==> src/rtl/seg7_reader_if.sv <==
`default_nettype none
// ============================================================================
//  Module   : seg7_reader_if
//  Purpose  : Bundles the segment inputs, the error-clear request and the
//             decoded readback outputs of the seg7_reader block.
//  Signals  : seg_ten/seg_one [6:0] - segments a..g on bit6..bit0
//             clr_err               - synchronous clear of err_count
//             bcd_ten/bcd_one [3:0] - last accepted digits
//             valid, invalid        - status of the last accepted pattern
//             update, step_err      - one-cycle event pulses
//             err_count [7:0]       - saturating sequence-error count
//  Modports : master - drives the segments and clr_err, observes results
//             slave  - the reader itself
//  Revision : 1.0 - initial release
// ============================================================================
interface seg7_reader_if;
    logic [6:0] seg_ten;
    logic [6:0] seg_one;
    logic       clr_err;
    logic [3:0] bcd_ten;
    logic [3:0] bcd_one;
    logic       valid;
    logic       invalid;
    logic       update;
    logic       step_err;
    logic [7:0] err_count;

    modport master (
        output seg_ten, seg_one, clr_err,
        input  bcd_ten, bcd_one, valid, invalid, update, step_err, err_count
    );

    modport slave (
        input  seg_ten, seg_one, clr_err,
        output bcd_ten, bcd_one, valid, invalid, update, step_err, err_count
    );
endinterface
`default_nettype wire

==> src/rtl/seg7_reader.sv <==
`default_nettype none
// ============================================================================
//  Module   : seg7_reader
//  Purpose  : Reads back a two-digit 7-segment display (tens and ones),
//             debounces the captured pattern, decodes it to BCD, flags
//             undecodable patterns and checks that successive accepted
//             values advance by +1 modulo MOD.
//  Ports    : clk   - system clock, rising edge
//             reset - synchronous, active-low
//             bus   - seg7_reader_if.slave (segments in, readback out)
//  Params   : STABLE_CYCLES - identical samples needed to accept (2..15)
//             counter modulus parameter MOD (2..100)
//             ACTIVE_LOW    - 1 = segment inputs are active-low
//  Revision : 1.0 - initial release
// ============================================================================
module seg7_reader #(
    parameter int STABLE_CYCLES = 4,
    parameter int MOD           = 60,
    parameter int ACTIVE_LOW    = 0
) (
    input  wire logic      clk,
    input  wire logic      reset,
    seg7_reader_if.slave   bus
);

    localparam logic [3:0] c_stable  = 4'(STABLE_CYCLES);
    localparam logic [6:0] c_mod     = 7'(MOD);
    localparam logic [6:0] c_mod_max = 7'(MOD - 1);
    localparam logic [7:0] c_err_max = 8'd255;

    // ------------------------------------------------------------------
    // Segment-code to digit decode. Returns {decodable, digit}.
    // ------------------------------------------------------------------
    function automatic logic [4:0] f_decode(input logic [6:0] seg);
        logic [4:0] res;
        case (seg)
            7'h7E:   res = {1'b1, 4'd0};
            7'h30:   res = {1'b1, 4'd1};
            7'h6D:   res = {1'b1, 4'd2};
            7'h79:   res = {1'b1, 4'd3};
            7'h33:   res = {1'b1, 4'd4};
            7'h5B:   res = {1'b1, 4'd5};
            7'h5F:   res = {1'b1, 4'd6};
            7'h70:   res = {1'b1, 4'd7};
            7'h7F:   res = {1'b1, 4'd8};
            7'h7B:   res = {1'b1, 4'd9};
            default: res = {1'b0, 4'd0};
        endcase
        return res;
    endfunction

    // ------------------------------------------------------------------
    // Polarity normalisation: everything downstream is active-high.
    // ------------------------------------------------------------------
    logic [13:0] w_raw;
    logic [13:0] w_norm;

    assign w_raw = {bus.seg_ten, bus.seg_one};

    generate
        if (ACTIVE_LOW != 0) begin : g_norm_inv
            assign w_norm = ~w_raw;
        end else begin : g_norm_pass
            assign w_norm = w_raw;
        end
    endgenerate

    // ------------------------------------------------------------------
    // State
    // ------------------------------------------------------------------
    logic [13:0] r_s;          // pattern seen at the previous edge
    logic [3:0]  r_cnt;        // length of the current identical run
    logic [6:0]  r_p;          // previous accepted value
    logic        r_p_valid;    // r_p holds something to step-check against
    logic [3:0]  r_bcd_ten;
    logic [3:0]  r_bcd_one;
    logic        r_valid;
    logic        r_invalid;
    logic        r_update;
    logic        r_step_err;
    logic [7:0]  r_err_count;

    // ------------------------------------------------------------------
    // Debounce and decode
    // ------------------------------------------------------------------
    logic       w_same;
    logic       w_accept;
    logic [4:0] w_dec_ten;
    logic [4:0] w_dec_one;
    logic       w_decodable;
    logic [6:0] w_value;
    logic [6:0] w_p_next;
    logic       w_range_err;
    logic       w_seq_err;
    logic       w_step;

    assign w_same = (w_norm == r_s);

    // The run reaches STABLE_CYCLES exactly on this edge; once the counter
    // sits at STABLE_CYCLES it holds, so a run is accepted only once.
    assign w_accept = w_same && (r_cnt == (c_stable - 4'd1));

    assign w_dec_ten   = f_decode(w_norm[13:7]);
    assign w_dec_one   = f_decode(w_norm[6:0]);
    assign w_decodable = w_dec_ten[4] & w_dec_one[4];

    // Tens digit scaled by ten plus ones digit; at most 99, fits 7 bits.
    assign w_value = ({3'b000, w_dec_ten[3:0]} * 7'd10) + {3'b000, w_dec_one[3:0]};

    assign w_p_next    = (r_p == c_mod_max) ? 7'd0 : (r_p + 7'd1);
    assign w_range_err = (w_value >= c_mod);

    // Equal to the previous value is a harmless re-accept after a glitch.
    assign w_seq_err = r_p_valid && (w_value != r_p) && (w_value != w_p_next);

    // Out-of-range values are errors even with no previous value to compare.
    assign w_step = w_accept && w_decodable && (w_range_err || w_seq_err);

    // ------------------------------------------------------------------
    // Sequential logic
    // ------------------------------------------------------------------
    always_ff @(posedge clk) begin
        if (!reset) begin
            r_s         <= 14'd0;
            r_cnt       <= 4'd0;
            r_p         <= 7'd0;
            r_p_valid   <= 1'b0;
            r_bcd_ten   <= 4'd0;
            r_bcd_one   <= 4'd0;
            r_valid     <= 1'b0;
            r_invalid   <= 1'b0;
            r_update    <= 1'b0;
            r_step_err  <= 1'b0;
            r_err_count <= 8'd0;
        end else begin
            r_s        <= w_norm;
            r_update   <= 1'b0;
            r_step_err <= w_step;

            if (!w_same) begin
                r_cnt <= 4'd1;
            end else if (r_cnt < c_stable) begin
                r_cnt <= r_cnt + 4'd1;
            end

            if (w_accept) begin
                if (w_decodable) begin
                    r_bcd_ten <= w_dec_ten[3:0];
                    r_bcd_one <= w_dec_one[3:0];
                    r_valid   <= 1'b1;
                    r_invalid <= 1'b0;
                    r_update  <= 1'b1;
                    r_p       <= w_value;
                    r_p_valid <= 1'b1;
                end else begin
                    // Digits hold; forget the previous value so the next
                    // good pattern resynchronises without a step check.
                    r_valid   <= 1'b0;
                    r_invalid <= 1'b1;
                    r_p_valid <= 1'b0;
                end
            end

            // Clear takes priority over a coincident increment.
            if (bus.clr_err) begin
                r_err_count <= 8'd0;
            end else if (w_step && (r_err_count != c_err_max)) begin
                r_err_count <= r_err_count + 8'd1;
            end
        end
    end

    // ------------------------------------------------------------------
    // Outputs
    // ------------------------------------------------------------------
    assign bus.bcd_ten   = r_bcd_ten;
    assign bus.bcd_one   = r_bcd_one;
    assign bus.valid     = r_valid;
    assign bus.invalid   = r_invalid;
    assign bus.update    = r_update;
    assign bus.step_err  = r_step_err;
    assign bus.err_count = r_err_count;

endmodule
`default_nettype wire

==> src/flat_wrapper.sv <==
// flat-port wrapper written by rule: the top's interface ports become plain ports
module seg7_reader_flat 
#(
    parameter int STABLE_CYCLES = 4,
    parameter int MOD           = 60,
    parameter int ACTIVE_LOW    = 0
)
  (clk, reset, bus_seg_ten, bus_seg_one, bus_clr_err, bus_bcd_ten, bus_bcd_one, bus_valid, bus_invalid, bus_update, bus_step_err, bus_err_count);
  seg7_reader_if bus_i ();
  input  wire logic clk;
  input  wire logic reset;
  input wire logic [$bits(bus_i.seg_ten)-1:0] bus_seg_ten;
  input wire logic [$bits(bus_i.seg_one)-1:0] bus_seg_one;
  input wire logic [$bits(bus_i.clr_err)-1:0] bus_clr_err;
  output wire logic [$bits(bus_i.bcd_ten)-1:0] bus_bcd_ten;
  output wire logic [$bits(bus_i.bcd_one)-1:0] bus_bcd_one;
  output wire logic [$bits(bus_i.valid)-1:0] bus_valid;
  output wire logic [$bits(bus_i.invalid)-1:0] bus_invalid;
  output wire logic [$bits(bus_i.update)-1:0] bus_update;
  output wire logic [$bits(bus_i.step_err)-1:0] bus_step_err;
  output wire logic [$bits(bus_i.err_count)-1:0] bus_err_count;
  assign bus_i.seg_ten = bus_seg_ten;
  assign bus_i.seg_one = bus_seg_one;
  assign bus_i.clr_err = bus_clr_err;
  assign bus_bcd_ten = bus_i.bcd_ten;
  assign bus_bcd_one = bus_i.bcd_one;
  assign bus_valid = bus_i.valid;
  assign bus_invalid = bus_i.invalid;
  assign bus_update = bus_i.update;
  assign bus_step_err = bus_i.step_err;
  assign bus_err_count = bus_i.err_count;
  seg7_reader #(.STABLE_CYCLES(STABLE_CYCLES), .MOD(MOD), .ACTIVE_LOW(ACTIVE_LOW)) u_core (.clk(clk), .reset(reset), .bus(bus_i));
endmodule
==> config.mk <==
export PLATFORM = sky130hd
export DESIGN_NAME = seg7_reader_flat
export DESIGN_NICKNAME = d
export VERILOG_FILES = /design/src/rtl/seg7_reader_if.sv /design/src/rtl/seg7_reader.sv /design/src/flat_wrapper.sv
export SDC_FILE = /design/constraint.sdc
export NUM_CORES = 1
export LEC_CHECK = 0
export ABC_CLOCK_PERIOD_IN_PS = 4700
export BUFFER_PORTS_ARGS = -buffer_cell sky130_fd_sc_hd__buf_4
export CORE_MARGIN = 3
export CORE_UTILIZATION = 25
export DETAILED_ROUTE_END_ITERATION = 8
export SYNTH_ARGS = -nofsm -noshare
export SYNTH_HDL_FRONTEND = slang
export SYNTH_SLANG_ARGS = --single-unit
==> constraint.sdc <==
create_clock -name clk -period 4.7 [get_ports clk]
set_input_delay 0.705 -clock clk [delete_from_list [all_inputs] [get_ports clk]]
set_output_delay 0.705 -clock clk [all_outputs]
set_load 0.03 [all_outputs]
======== Word-level counts from Yosys, hierarchy flattened ========
Cells that the tools add are included.
storage, ports and cells
  bits in registers ....................... 45
  bits of input ports ..................... 17
  output and inout bits ................... 20
cells by class
  $add $sub $neg .......................... 4
  multiply operators ...................... 1
  $lt $le $gt $ge ......................... 2
  equality and inequality tests ........... 27
  muxes and demuxes ....................... 7
  bitwise operators ....................... 2
  reduce and logical (&&, ||, !) cells .... 11
operators by type and width
  kind                   count
  $eq A7 B7 Y1 const B   16
  $pmux W5 S10           2
  $eq A7 B6 Y1 const B   5
  $eq A14 B14 Y1         1
  $ne A7 B7 Y1           2
  $add A8 B1 Y8 const B  1
  $ne A8 B8 Y1 const B   1
  $add A7 B1 Y7 const B  1
  $add A7 B4 Y7          1
  $ge A7 B6 Y1 const B   1
  $mux W7                1
  $logic_and A1 B1 Y1    6
  $mul A4 B3 Y6 const B  1
  $reduce_and A2 Y1      3
  $add A4 B1 Y4 const B  1
  $eq A4 B2 Y1 const B   1
  $lt A4 B3 Y1 const B   1
  $mux W1                4
  $ne A2 B2 Y1 const B   1
  $reduce_or A2 Y1       1
  $and A1 B1 Y1          1
  $logic_or A1 B1 Y1     1
  $not A1 Y1             1

======== Depth between registers and ports, before layout ========
Gate-level depths: netlist (run 1).
  depth in word-level cells ............... 10
  gate-level depth with buffers ........... 16
  gate-level depth less buffers ........... 15

======== Worst setup path before layout (run 1) ========
OpenSTA, ideal clock, no wires.
  path type ............................... input-to-reg
  from .................................... input bus_seg_ten[5]
  to ...................................... register u_core.r_err_count[2], in the netlist u_core.bus.err_count[2]
  library setup time ...................... 0.059 ns
  data arrival time ....................... 4.737 ns
  data required time ...................... 4.641 ns
  setup slack ............................. -0.096 ns
  stages .................................. 16
  path buffers ............................ 1
  cell sequence ........................... clkbuf_1 -> nand2b_1 -> or3_1 -> o22ai_1 -> and2_1 -> ha_1 -> ha_1 -> fa_1 -> a21bo_2 -> a211oi_1 -> maj3_1 -> a2bb2oi_1 -> and4b_1 -> a2111o_1 -> or4_1 -> nand2_1
between the ends
  word-level cells in the longest chain between the ends .. 10
ends and longest elaborated chain
  what                                                  RTL line            RTL
  from (decl)                                           flat_wrapper.sv:12  input wire logic [$bits(bus_i.seg_ten)-1:0] bus_seg_ten;
  $eq A7 B7 Y1 or $eq A7 B6 Y1 (tied branches)          seg7_reader.sv:36   case (seg)
  $pmux W5 S10 (*)                                      seg7_reader.sv:36
  named net u_core.w_dec_ten[1]                         seg7_reader.sv:88   logic [4:0] w_dec_ten;
  $mul A4 B3 Y6 (*)                                     seg7_reader.sv:108  assign w_value = ({3'b000, w_dec_ten[3:0]} * 7'd10) + {3'b000, w_dec_one[3:0]};
  $add A7 B4 Y7 (*)                                     seg7_reader.sv:108
  branches (longest 3 deep; another with $ge A7 B6 Y1)  n/a
  $logic_or A1 B1 Y1 (*)                                seg7_reader.sv:117  assign w_step = w_accept && w_decodable && (w_range_err || w_seq_err);
  $logic_and A1 B1 Y1 (*)                               seg7_reader.sv:117
  $logic_and A1 B1 Y1 (*)                               seg7_reader.sv:167  end else if (w_step && (r_err_count != c_err_max)) begin
  to (signal assigned)                                  seg7_reader.sv:168  r_err_count <= r_err_count + 8'd1;
  to (decl)                                             seg7_reader.sv:81   logic [7:0] r_err_count;
Mark *: on every way through the listed nets, which the timed path passes.
A chain may end at the register's enable or synchronous reset.

======== Final worst setup path (run 1) ========
  from .................................... input bus_seg_ten[1]
  to ...................................... register u_core.r_err_count[2], in the netlist u_core.bus.err_count[2]
The elaborated chain is that of the path after synthesis.

==> results of run 1 <==
[state kept, by name, indices dropped and copies added (netlist names)]
| register | count |
|---|---|
| u_core.bus.invalid | 1 |
| u_core.r_cnt | 4 |
| u_core.r_p_valid | 1 |
| u_core.bus.bcd_one | 3 |
| u_core.r_p | 7 |
| u_core.bus.update | 1 |
| u_core.r_s | 14 |
| u_core.bus.bcd_ten | 4 |
| u_core.bus.err_count | 8 |
| u_core.bus.step_err | 1 |
[final cells by class]
class / instances / area (sq um) / share of cell area, %
Tap cell: 140 / 175 / 5.01
Multi-Input combinational cell: 256 / 1830 / 52.3
Clock inverter: 3 / 42.5 / 1.22
Clock buffer: 5 / 125 / 3.58
Inverter: 9 / 33.8 / 0.966
Sequential cell: 44 / 881 / 25.2
Timing Repair Buffer: 55 / 413 / 11.8
[cells in the mapped netlist (all sizes together) (3+ instances only)]
master  number  area share (%)
nand2b       5             1.1
nand2       24             3.1
buf         13             3.2
nor4         3             1.2
o31ai        3            0.79
a211oi       5             1.5
o21ai       10             1.7
nand3b       4             1.2
a31oi        3            0.66
xnor2       24             8.1
xor2        11             3.4
nor3         4            0.70
or3          7             1.5
dfxtp       44              31
or4          3            0.79
nand4b       4             1.2
inv          9             1.2
and2        16             3.5
a22oi        3            0.79
mux2i        8             2.8
nand4        5             1.3
or2          3            0.66
and3         5             1.1
a32oi        3            0.92
nand3       14             2.9
nor2        27             3.6
ha           9             3.9
nor2b        3            0.66
clkbuf       8             1.0
o211ai       5             1.3
a21oi       16             2.8
[metal layers]
layer  GRT usage (%)  vias up
met4            2.80        0
met1            14.1     1165
met5               0        -
met3            2.30        7
met2            17.7       33
li1                -     1251
[cells by family (layout without fill, tap and decap cells)]
group	count (synthesis)	in the layout	share of synthesized area, %
and+or+nand+nor	134	134	26.8
AOI/OAI and AO/OA	65	65	15.4
DFF	44	44	30.8
xor gates and xnor gates	37	37	13.1
buffers and inverters	30	72	5.42
adders and majority gates	12	12	5.69
muxes	8	8	2.80
[worst paths after layout]
check        slack, ns             from  cells past startpoint                      end
max reg2reg       1.62    u_core.r_p[0]                      9  u_core.bus.err_count[6]
min reg2reg       0.47  u_core.r_cnt[3]                      2          u_core.r_cnt[3]
min               0.47  u_core.r_cnt[3]                      2          u_core.r_cnt[3]
max               0.22   bus_seg_ten[1]                     16  u_core.bus.err_count[2]
[metrics by stage]
| step | cell area (sq um) | setup TNS, ns | utilization (%) | total power (uW) | hold slack [ns] |
|---|---|---|---|---|---|
| floorplan | 2860 | 0 | - | 462 | 0.441 |
| global placement | 3330 | 0 | 30.2 | 490 | 0.448 |
| detailed placement | 3330 | -0.136 | 30.2 | 492 | 0.460 |
| CTS | 3500 | 0 | 31.7 | 883 | 0.469 |
| global route | 3500 | 0 | 31.7 | 910 | 0.500 |
| finish | 3500 | 0 | 31.7 | 875 | 0.469 |
[power by group through the flow]
stage	clock, uW	sequential, uW	combinational [uW]
2_1_floorplan	0	391	71.2
3_3_place_gp	0	391	99.0
5_1_grt	416	383	111
3_5_place_dp	0	392	100
6_report	391	383	101
4_1_cts	399	383	101
[worst max-delay path, cell delays in order]
cell	delay, ns
buf_4	0.11
nand2b_1	0.14
or3_1	0.36
o22ai_1	0.16
and2_1	0.17
ha_1	0.24
ha_1	0.21
fa_2	0.55
a21bo_2	0.22
a211oi_1	0.21
maj3_1	0.21
a2bb2oi_1	0.27
and4b_1	0.26
a2111o_1	0.34
or4_1	0.48
nand2_1	0.07
[timing repair]
item / in CTS / in global routing
endpoints found under the setup margin: 0 / 3
resized for setup: 0 / 1
hold buffers: 0 / 0
==> impl_metrics.csv, run 1 <==
group,metric,value,unit
run_status,status,"finished clean",
power,power.switching,198,uW
power,netSwitchingFraction,22.6,%
timing,maxSlewViolCount,0,
die,initial_core_util,25.9,%
timing,finalSetupViolations,0,
worst_setup_path,end_kind,"register",
timing,tightest_slew,0.705,ns
timing,fin_crit_sh,95.3,%
finish,fin_nets,399,
finish,syn_to_final_growth,22.3,%
clock_tree,cts_setup_buffers,0,
grt,grt_pass1_vias,2373,
placed_design,dpl_worst_slack,-0.0618,ns
logic_synthesis,syn_avg_cell_area,8.67,sq um
power,p_seq_share,43.8,%
grt,antenna_found_initial,0,
logic_synthesis,ys_seq_area_share,30.8,%
die,dieArea,0.0128,sq mm
placed_design,dp_hpwl,5250,um
routing,wl_met3,239,um
timing,relSlewSlack,52.9,%
die,dieWidth,113,um
power,powerDensity,250,mW/mm^2
die,core_area,0.0110,sq mm
finish,antenna_cells,0,
die,row_count,38,
clock_tree,clk_latency,0.28,ns
finish,final_cell_mix,"55 x buf_4, 44 x dfxtp_1, 26 x nor2_1, 24 x nand2_1, 21 x xnor2_1",
routing,vias,2456,
clock_tree,cts_num_sinks,44,
routing,top_layer,"met4",
grt,grt_pass1_wl,11300,um
power,p_int,677,uW
placed_design,post-place-cells,504,
timing,fmax,223,MHz
timing,finalCriticalPeriod,4.48,ns
power,pwr-share-comb,11.5,%
routing,routed_wl,6830,um
timing,layout_setup_ws,0.219,ns
logic_synthesis,synth_edf_count,0,
routing,post-route-drc-count,0,
logic_synthesis,synth_seq_cells,44,
logic_synthesis,synth_ff_type,"dfxtp_1",
logic_synthesis,ys_warn_count,0,
clock_tree,cts-root-buf,"clkbuf_16",
clock_tree,cts_made_buffers,5,
logic_synthesis,synthArstFlopShare,0,%
worst_setup_path,crit_path_start_kind,"input pin",
finish,filler_cell_count,1160,
worst_setup_path,cp.arrival,4.70,ns
clock_tree,clk_pin_slew,0.06,ns
power,power_leakage,0.00132,uW
logic_synthesis,syn_area,0.00286,sq mm
min_path,min_path_type,"reg2reg",
routing,viasPerCell,4.80,
die,dieHeight,113,um
clock_tree,h-tree-depth,2,
logic_synthesis,syn_inst,330,
grt,grt_max_degree,22,
routing,drt-initial-drc-count,149,
routing,m1WireLength,3270,um
grt,grtUsageTotal,10.7,%
routing,wl_per_cell,13.3,um
timing,rsz0062_at_grt,"no",
finish,layout_commonest_cell,"buf_4",
finish,final_cell_count_no_fill,512,
grt,grt_overflow,0,
worst_setup_path,cp.required,4.92,ns
finish,drive_gt1_share,20.7,%
logic_synthesis,yosysUniqueCellTypes,64,
run,maxCapViolations,0,
timing,finClkSkew,0.00725,ns
routing,ant_nets,0,
placed_design,portBuffers,36,
worst_setup_path,crit_path_max_fanout,4,
power,ir_drop,0.161,mV
worst_setup_path,crit_type,"in2reg",
clock_tree,cts.path.max_buffers,2,
logic_synthesis,syn-num-nets,358,
routing,drt_first_pass_iters,4,
power,clkPwrFrac,44.7,%
die,ios,37,
placed_design,place_congestion,0.818,
routing,wl_met2,3250,um
clock_tree,cts_tree,"yes",
timing,hold_viol,0,
(Power assumes the default switching activity.)
==> run 2, diff against run 1 <==
Settings changed: CTS_BUF_LIST from default to sky130_fd_sc_hd__clkbuf_2 sky130_fd_sc_hd__clkbuf_4 sky130_fd_sc_hd__clkbuf_8.
==> run 2 against run 1 <==
- count of clock-buffer cells in the layout did not move
- routed wire length is 0.26% lower
- first-iteration DRC count fell by 4.0%
- register-to-register slack worse by 0.11 ns
- final area is 1.6% lower
- critical endpoint unchanged
- largest power group is now sequential cells
==> impl_metrics.csv, run 2 (synthesis results as in run 1) <==
group,metric,value,unit
run_status,status,"finished clean",
placed_design,post-place-cells,504,
die,dieArea,0.0128,sq mm
min_path,min_delay_path_depth,2,
worst_setup_path,end_kind,"register",
routing,viasPerCell,4.79,
routing,drt_first_pass_iters,4,
min_path,min_path_type,"reg2reg",
worst_setup_path,crit_path_max_fanout,4,
grt,grt_pass1_vias,2369,
finish,fin_nets,399,
finish,syn_to_final_growth,20.3,%
worst_setup_path,r2r_end,"u_core.bus.err_count[6]",
die,core_area,0.0110,sq mm
clock_tree,clk_latency,0.30,ns
routing,wl_per_cell,13.3,um
worst_setup_path,r2r_slack,1.51,ns
grt,grt_max_degree,22,
clock_tree,h-tree-depth,2,
routing,ant_nets,0,
power,power_leakage,0.00129,uW
placed_design,dpl_worst_slack,-0.0618,ns
worst_setup_path,critical_path_buf_inv_count,1,
clock_tree,post_cts_resized,0,
power,powerDensity,225,mW/mm^2
timing,fin_crit_sh,95.6,%
routing,post-route-drc-count,0,
timing,finalSetupViolations,0,
die,initial_core_util,25.9,%
die,row_count,38,
clock_tree,cts_made_buffers,5,
die,dieWidth,113,um
grt,grt_pass1_wl,11300,um
routing,drt-initial-drc-count,143,
finish,antenna_cells,0,
run,maxCapViolations,0,
finish,final_cell_count_no_fill,512,
timing,hold_ws,0.473,ns
worst_setup_path,cpMostUsedCell,"ha_1",
finish,largest_reg_flops,14,
worst_setup_path,cp.depth,16,
power,ir_drop,0.132,mV
placed_design,portBuffers,36,
clock_tree,cts_tree,"yes",
finish,drive_gt1_share,20.7,%
timing,hold_viol,0,
clock_tree,cts-root-buf,"clkbuf_8",
worst_setup_path,cp.required,4.94,ns
timing,fmax,223,MHz
timing,layout_setup_ws,0.207,ns
power,power.total,774,uW
finish,top_register,"u_core.r_s",
worst_setup_path,cp_top_family,"compound AO/OA/AOI/OAI gates",
timing,maxSlewViolCount,0,
routing,routed_wl,6810,um
grt,grtUsageTotal,10.7,%
finish,final_cell_mix,"55 x buf_4, 44 x dfxtp_1, 26 x nor2_1, 24 x nand2_1, 21 x xnor2_1",
worst_setup_path,reg2regPathDepth,9,
worst_setup_path,r2r-start,"u_core.r_p[0]",
worst_setup_path,critical_path.cell_chain,"buf_4, nand2b_1, or3_1, o22ai_1, and2_1, ha_1, ha_1, fa_2, a21bo_2, a211oi_1, maj3_1, a2bb2oi_1, a2111oi_0, a2111o_1, or4_1, nand2_1",
timing,rsz0062_at_grt,"no",
grt,grt_overflow,0,
worst_setup_path,setup.worst_path.start,"bus_seg_ten[1]",
die,dieHeight,113,um
worst_setup_path,slowest_delay,0.56,ns
routing,vias,2450,
placed_design,dp_hpwl,5250,um
clock_tree,cts_hold_buffers,0,
timing,tightest_slew,0.706,ns
timing,finClkSkew,0.00816,ns
die,ios,37,
clock_tree,clk_pin_slew,0.08,ns
finish,layout_commonest_cell,"buf_4",
clock_tree,cts_setup_buffers,0,
clock_tree,cts.path.max_buffers,2,
timing,relSlewSlack,52.9,%
worst_setup_path,slowest_stage,"fa_2",
worst_setup_path,crit_path_start_kind,"input pin",
worst_setup_path,cp.arrival,4.73,ns
placed_design,place_congestion,0.818,
worst_setup_path,crit_type,"in2reg",
grt,antenna_found_initial,0,
worst_setup_path,crit_path_end,"u_core.bus.err_count[2]",
clock_tree,cts_num_sinks,44,
timing,finalCriticalPeriod,4.49,ns
==> run 2: where the power goes <==
part	switching (uW)	leakage (uW)	internal (uW)
Combinational	52.5	0.000880	48.0
Sequential	3.32	0.000359	379
Clock	134	0.0000541	157
==> run 2: how the worst min path moves through the flow <==
stage | slack [ns] | from | endpoint
2_1_floorplan | 0.44 | u_core.r_cnt[3] | u_core.r_cnt[3]
3_3_place_gp | 0.45 | u_core.r_cnt[3] | u_core.r_cnt[3]
3_5_place_dp | 0.46 | u_core.r_cnt[3] | u_core.r_cnt[3]
4_1_cts | 0.47 | u_core.r_cnt[3] | u_core.r_cnt[3]
5_1_grt | 0.50 | u_core.r_cnt[3] | u_core.r_cnt[3]
6_report | 0.47 | u_core.bus.bcd_ten[2] | u_core.bus.bcd_ten[2]
==> run 2: metal layers <==
| metal | vias to the layer above | share of wire, % | track usage [%] |
|---|---|---|---|
| met5 | - | 0 | 0 |
| met4 | 0 | 1.4 | 2.80 |
| met2 | 38 | 48 | 17.6 |
| met1 | 1151 | 48 | 14.1 |
| met3 | 9 | 3.4 | 2.46 |
| li1 | 1252 | - | - |
==> run 2: area by class of cell <==
type / instances / area [sq um]
clock buffer: 5 / 68.8
clock inverter: 3 / 42.5
fill: 1168 / 7590
inverter: 9 / 33.8
multi-input combinational: 256 / 1830
sequential: 44 / 881
tap: 140 / 175
timing repair buffer: 55 / 413
==> run 2: tightest hold or removal path: stages, from the launching register on <==
cell	delay, ns
dfxtp_1	0.32
nand2_1	0.05
a21oi_1	0.05
==> run 2: metrics by stage <==
step                TNS [ns]  instance area (sq um)  utilization, %
detailed placement    -0.136                   3330            30.2
floorplan                  0                   2860               -
CTS                        0                   3440            31.2
global route               0                   3440            31.2
finish                     0                   3440            31.2
global placement           0                   3330            30.2
